--- config.mk ---
export PLATFORM = sky130hd
export DESIGN_NAME = pe_array_sink
export DESIGN_NICKNAME = d
export VERILOG_FILES = /design/src/rtl/pe_array_sink.sv
export SDC_FILE = /design/constraint.sdc
export NUM_CORES = 1
export LEC_CHECK = 0
export ABC_CLOCK_PERIOD_IN_PS = 5790
export BUFFER_PORTS_ARGS = -buffer_cell sky130_fd_sc_hd__buf_2
export CAP_MARGIN = 20
export CORE_ASPECT_RATIO = 1.2
export CORE_MARGIN = 2
export CORE_UTILIZATION = 40
export DETAILED_ROUTE_END_ITERATION = 8
export PLACE_DENSITY = 0.67
export SLEW_MARGIN = 20
export SYNTH_ARGS = -nofsm -noshare
export SYNTH_HDL_FRONTEND = slang
export SYNTH_SLANG_ARGS = --single-unit
--- constraint.sdc ---
create_clock -name clk -period 5.79 [get_ports clk]
set_input_delay 1.158 -clock clk [delete_from_list [all_inputs] [get_ports clk]]
set_output_delay 1.158 -clock clk [all_outputs]
set_load 0.05 [all_outputs]
--- src/rtl/pe_array_sink.sv ---
// Output collector for the systolic PE array: packs {Yin,Xin} sample pairs into
// 16-bit words and buffers them in a first-word-fall-through FIFO with a valid/ready read port.
module pe_array_sink #(
  parameter int DEPTH = 8,
  parameter int CNT_W = 16
) (
  input  logic                     clk,
  input  logic                     reset,
  input  logic                     Vld,
  input  logic [3:0]               Xin,
  input  logic [3:0]               Yin,
  input  logic                     Flush,
  output logic [15:0]              Dout,
  output logic                     Dout_Vld,
  input  logic                     Dout_Rdy,
  output logic                     Ovf,
  output logic [$clog2(DEPTH):0]   Level,
  output logic [CNT_W-1:0]         SampleCnt
);

  localparam int AW = $clog2(DEPTH);

  typedef enum logic {HALF_LO = 1'b0, HALF_HI = 1'b1} half_t;

  half_t             half_r;
  logic [7:0]        lo_r;
  logic [15:0]       mem_r [DEPTH];
  logic [AW-1:0]     wr_ptr_r;
  logic [AW-1:0]     rd_ptr_r;
  logic [AW:0]       count_r;
  logic [15:0]       head_r;
  logic              vld_r;
  logic              ovf_r;
  logic [CNT_W-1:0]  cnt_r;

  logic [7:0]        byte_s;
  logic              push_s;
  logic [15:0]       word_s;
  half_t             half_nxt_s;
  logic [7:0]        lo_nxt_s;
  logic              full_s;
  logic              pop_s;
  logic              wr_en_s;
  logic              drop_s;
  logic [AW-1:0]     rd_nxt_s;
  logic [AW-1:0]     wr_nxt_s;
  logic [AW:0]       count_nxt_s;
  logic [15:0]       head_nxt_s;

  // Packer next state: pair bytes into words, honour flush of a pending half word
  always_comb begin
    byte_s     = {Yin, Xin};
    push_s     = 1'b0;
    word_s     = 16'h0000;
    half_nxt_s = half_r;
    lo_nxt_s   = lo_r;
    case (half_r)
      HALF_LO: begin
        if (Vld && Flush) begin
          push_s = 1'b1;
          word_s = {8'h00, byte_s};
        end else if (Vld) begin
          lo_nxt_s   = byte_s;
          half_nxt_s = HALF_HI;
        end else begin
          half_nxt_s = HALF_LO;
        end
      end
      HALF_HI: begin
        if (Vld) begin
          push_s     = 1'b1;
          word_s     = {byte_s, lo_r};
          half_nxt_s = HALF_LO;
        end else if (Flush) begin
          push_s     = 1'b1;
          word_s     = {8'h00, lo_r};
          half_nxt_s = HALF_LO;
        end else begin
          half_nxt_s = HALF_HI;
        end
      end
      default: begin
        half_nxt_s = HALF_LO;
      end
    endcase
  end

  // FIFO control; the head word is precomputed so Dout can be a register
  always_comb begin
    full_s      = (count_r == (AW+1)'(DEPTH));
    pop_s       = (count_r != {(AW+1){1'b0}}) && Dout_Rdy;
    wr_en_s     = push_s && (!full_s || pop_s);
    drop_s      = push_s && full_s && !pop_s;
    rd_nxt_s    = pop_s   ? rd_ptr_r + AW'(1) : rd_ptr_r;
    wr_nxt_s    = wr_en_s ? wr_ptr_r + AW'(1) : wr_ptr_r;
    count_nxt_s = count_r + (AW+1)'(wr_en_s) - (AW+1)'(pop_s);
    // the next head is the incoming word only when it lands in the slot the read pointer moves to
    if (wr_en_s && (wr_ptr_r == rd_nxt_s)) begin
      head_nxt_s = word_s;
    end else begin
      head_nxt_s = mem_r[rd_nxt_s];
    end
  end

  // Packer state, FIFO storage, pointers and registered status outputs
  always_ff @(posedge clk or posedge reset) begin
    if (reset) begin
      half_r   <= HALF_LO;
      lo_r     <= 8'h00;
      wr_ptr_r <= {AW{1'b0}};
      rd_ptr_r <= {AW{1'b0}};
      count_r  <= {(AW+1){1'b0}};
      head_r   <= 16'h0000;
      vld_r    <= 1'b0;
      ovf_r    <= 1'b0;
      cnt_r    <= {CNT_W{1'b0}};
      for (int i = 0; i < DEPTH; i++) begin
        mem_r[i] <= 16'h0000;
      end
    end else begin
      half_r   <= half_nxt_s;
      lo_r     <= lo_nxt_s;
      wr_ptr_r <= wr_nxt_s;
      rd_ptr_r <= rd_nxt_s;
      count_r  <= count_nxt_s;
      head_r   <= head_nxt_s;
      vld_r    <= (count_nxt_s != {(AW+1){1'b0}});
      if (wr_en_s) begin
        mem_r[wr_ptr_r] <= word_s;
      end
      if (drop_s) begin
        ovf_r <= 1'b1;
      end
      if (Vld) begin
        cnt_r <= cnt_r + CNT_W'(1);
      end
    end
  end

  assign Dout      = head_r;
  assign Dout_Vld  = vld_r;
  assign Ovf       = ovf_r;
  assign Level     = count_r;
  assign SampleCnt = cnt_r;

endmodule

# [After elaboration in Yosys (flattened, before gate mapping)]
# Cells that the tools add are included.
[totals] memories=0 mem_bits_rw=0 rom_bits=0 elab_cells=65 out_inout_bits=38 latch_bits=0 ff_bits=181
[op_classes] n_shift=0 eq_ne=2 order_cmp=3 n_div=0 reduce_logical=13 muxes=21 addsub=5 mul=0 bitwise=4
[op_table] operator="128-bit bitwise mux" count=1
[op_table] operator="16-bit 2-to-1 mux" count=5
[op_table] operator="16-bit binary-select mux with 3-bit select" count=1
[op_table] operator="16-bit demux with 3-bit select" count=1
[op_table] operator="16-bit case mux with 2 select lines" count=1
[op_table] operator="16-bit by 1-bit adder with 16-bit output, second input constant" count=1
[op_table] operator="8-bit 2-to-1 mux" count=2
[op_table] operator="4-bit >= comparator, second input constant" count=2
[op_table] operator="3-bit inverter with 4-bit output" count=2
[op_table] operator="4-bit nonzero test" count=2
[op_table] operator="1-bit logical AND" count=7
[op_table] operator="1-bit 2-to-1 mux" count=7
[op_table] operator="3-bit by 1-bit adder with 3-bit output, second input constant" count=2
[op_table] operator="4-bit by 1-bit adder with 4-bit output" count=1
[op_table] operator="4-bit equality test, second input constant" count=1
[op_table] operator="4-bit by 1-bit less-than comparator with 1-bit output, second input constant" count=1
[op_table] operator="1-bit case mux with 2 select lines" count=2
[op_table] operator="4-bit by 1-bit subtractor with 4-bit output" count=1
[op_table] operator="3-bit equality test" count=1
[op_table] operator="3-bit 2-to-1 mux" count=1
[op_table] operator="3-bit AND reduction" count=1
[op_table] operator="1-bit zero test" count=2
[op_table] operator="1-bit inverter" count=2
[op_table] operator="1-bit logical OR" count=1

# [Depth between registers and ports, before layout]
[logic_depth] ltp_word=8 mapped_depth=12 depth_no_buf=12

# [Worst setup path before layout]
# Ideal clock, no wire load.
[synth_timing] path_kind="input port to flip-flop" startpoint="input port Vld" endpoint="register vld_r, in the netlist Dout_Vld" arrival_ps=3409 path_stages=9 slack_ps=2242 setup_ps=139 path_cell_list="buf_2 -> nand2_1 -> a32oi_2 -> clkinv_1 -> ha_1 -> inv_1 -> ha_1 -> fa_1 -> or4_1"
[synth_via] elab_chain_cells=7 elab_cells_between_ends=8 cone_classes="2 x add/sub; 3 x mux; 3 x reduce/logical"
[synth_rtl] element="start: declaration" line_no="9" rtl="input logic Vld,"
[synth_rtl] element="1-bit logical AND" line_no="59" rtl="if (Vld && Flush) begin"
[synth_rtl] element="1-bit 2-to-1 mux" line_no="59"
[synth_rtl] element="1-bit case mux with 2 select lines *" line_no="57" rtl="case (half_r)"
[synth_rtl] element="1-bit logical AND *" line_no="92" rtl="wr_en_s = push_s && (!full_s || pop_s);"
[synth_rtl] element="4-bit by 1-bit adder with 4-bit output *" line_no="96" rtl="count_nxt_s = count_r + (AW+1)'(wr_en_s) - (AW+1)'(pop_s);"
[synth_rtl] element="4-bit by 1-bit subtractor with 4-bit output *" line_no="96"
[synth_rtl] element="net count_nxt_s[1]" line_no="47" rtl="logic [AW:0] count_nxt_s;"
[synth_rtl] element="4-bit nonzero test *" line_no="127" rtl="vld_r <= (count_nxt_s != {(AW+1){1'b0}});"
[synth_rtl] element="end signal: assignment" line_no="127"
[synth_rtl] element="end: declaration" line_no="32" rtl="logic vld_r;"
# The timed path passes the listed nets; every way through them passes the cells marked *.
# A chain may end at the register's enable or synchronous reset.

# [Final worst setup path]
# Same ends and word-level chain as after synthesis.

==> impl_metrics.tcl <==
set metrics [dict create \
    status "finished, final reports clean" \
    cts_tree "done" \
    final.min_clock_period_ns 3.40 \
    ctsLongestPathBuffers 2 \
    min_path_type "flop to flop" \
    h-tree-depth 4 \
    vias 5434 \
    path_max_fanout 11 \
    worst_pin_slew_ns 0.874 \
    critPathMaxStageDelay_ns 0.54 \
    critPathLaunchType "primary input" \
    cp.required_ns 6.09 \
    synth_edf_count 0 \
    antenna_found_initial 0 \
    synth_ff_type "dfrtp_1" \
    dpl_cell_area_um2 8560 \
    slew_headroom 0.417 \
    post_cts_resized 0 \
    cp-end-kind "flop" \
    yosysUniqueCellTypes 52 \
    fillers 1857 \
    clock.fmax_mhz 295 \
    cp_top_family "adder cells" \
    cellLeakagePower_nw 4.27 \
    critPathSlowestCell "or4_1" \
    rsz0062_at_grt "no" \
    slew_viol_final 0 \
    critPathKind "primary input to flop" \
    grt_pass1_vias 5406 \
    remaining_drc_errors 0 \
    p_per_area_nw_per_um2 580 \
    io_buffers 50 \
    clkSinkCount 181 \
    final_cell_area_um2 9180 \
    crit_buf_inv 3 \
    post_cts.repair.setup_buffers 0 \
    layout.nets 799 \
    drive_above_1_share 0.149 \
    ys_top_cells_by_count "dfrtp_1, nand2_1, o21ai_0, mux2i_1, o21ai_1" \
    clkTransAtPathRegs_ns 0.07 \
    gp_congestion 0.736 \
    worstPathCellList "buf_2, o21ai_1, a32oi_2, clkinv_1, ha_1, inv_1, ha_1, fa_1, or4_1" \
    total_power_mw 5.33 \
    async_reset_ff_frac 1.00 \
    grt_overflow 0 \
    start_util 0.404 \
    first_pass_iters 4 \
    synth.net_count 762 \
    synth.largest_area_cell "dfrtp_1" \
    grt_pass1_wl_um 28700 \
    synth-seq-area-share 0.559 \
    core_um2 20000 \
    final_cells 1052 \
    synth_warnings 0 \
    cp.arrival_ns 3.69 \
    finalWorstSetupSlack_ns 2.39 \
    netlist_top_cells_area "dfrtp_1, mux2i_1, nand2_1" \
    r2r_slack_ns 2.56 \
    yosysMostFrequentCell "dfrtp_1" \
    row_count 57 \
    dr.first_iter.drc_count 328 \
    antennaDiodeCount 0 \
    dieHeight_um 160 \
    finalHoldViolCount 0 \
    syn_area_um2 8110 \
    die-area_um2 21400 \
    cp_common_cell "ha_1" \
    maxCapViolCount 0 \
    clock_latency_ns 0.42 \
    ant_nets 0 \
    cts_hold_buffers 0 \
    cts_root_buffer "clkbuf_16" \
    fp.dieW_um 134 \
    dpl.cell_count 1020 \
    viasPerCell 5.17 \
    cts_buffers 17 \
    final-setup-viol-count 0 \
    synth_top_area_frac 0.559 \
    finalSetupTns_ns 0 \
    dp_slack_ns 1.94 \
    skew_ns 0.0124 \
    drt-wirelength-per-cell_um 16.2 \
    grt_max_degree 137 \
    min_period_over_period 0.586 \
    gr-usage-all-layers 0.170 \
    hpwl_um 10800 \
    vdd_drop_max_mv 0.343 \
    io-pin-count 51 \
    fin_util 0.458 \
    synthCells 739 \
    hold-worst-slack_ns 0.476 \
    area_delta_synth_final_pct 13.2 \
    yosys_register_bits 181 \
    drt-total-wl_um 17100 \
    synth_area_per_cell_um2 11.0 \
]
[kinds of logic after synthesis]
group / Yosys count / synth area share
AO/OA/AOI/OAI: 185 / 0.144
AND/OR/NAND/NOR: 191 / 0.104
flip-flops: 181 / 0.559
buffers and inverters: 59 / 0.0394
adder cells (fa/ha/maj): 10 / 0.0164
XOR/XNOR: 23 / 0.0249
multiplexers: 90 / 0.113
[cell usage in the layout (no fill, tap or decap), types with 2 or more instances in the layout]
cell type   count
dfrtp_1       181
nand2_1       146
o21ai_0        86
mux2i_1        80
buf_2          50
o21ai_1        44
a22o_1         21
xnor2_1        17
clkbuf_16      17
a221o_1        16
buf_4          11
inv_1          10
mux2_2         10
ha_1            9
a22oi_1         8
nand3_1         8
nor2_1          6
xor2_1          6
nand4_1         4
and3_1          4
clkbuf_8        4
a22o_2          3
clkinvlp_4      3
clkbuf_1        3
buf_12          3
nor2_2          2
and2_1          2
nor2b_1         2
nand4b_1        2
nand3b_1        2
and4_1          2
bufinv_16       2
[final timing paths]
path,start,end,cells past startpoint
min reg2reg,mem_r[17],mem_r[17],2
min in group asynchronous,reset,Dout_Vld,2
max reg2reg,Level[2],Dout_Vld,10
max in group asynchronous,reset,mem_r[47],4
max,Vld,Dout_Vld,9
min,mem_r[17],mem_r[17],2
[power by group]
group	switching (mW)	internal, mW
Combinational	1.30	0.851
Clock	0.467	0.680
Sequential	0.282	1.74
[final cells by class]
class / instances / area, um^2 / share of cell area
Clock buffer: 24 / 492 / 0.0536
Timing Repair Buffer: 65 / 404 / 0.0440
Inverter: 12 / 48.8 / 0.00532
Clock inverter: 6 / 92.6 / 0.0101
Sequential cell: 181 / 4530 / 0.494
Tap cell: 265 / 332 / 0.0361
Multi-Input combinational cell: 499 / 3280 / 0.357
[routing by layer]
metal / routed length, um / part of all wire / GRT usage
met1: 7890 / 0.46 / 0.233
met2: 8200 / 0.48 / 0.272
met3: 716 / 0.042 / 0.0333
met4: 250 / 0.015 / 0.0546
met5: 0 / 0 / 0
[registers in the layout, summed over array words and instances (netlist names)]
name	count
Dout	16
Dout_Vld	1
Level	4
Ovf	1
SampleCnt	16
half_r	1
lo_r	8
mem_r	128
rd_ptr_r	3
wr_ptr_r	3
[worst reg2reg max path, delay by kind of cell, from the launching register on]
family / cells / cell delay [ns]
adders and majority gates: 4 / 1.25
and+or+nand+nor: 2 / 0.73
DFF: 1 / 0.35
buffers and inverters: 3 / 0.41
AOI/OAI and AO/OA: 1 / 0.36
Note: power is estimated with default switching activity, not from simulation.
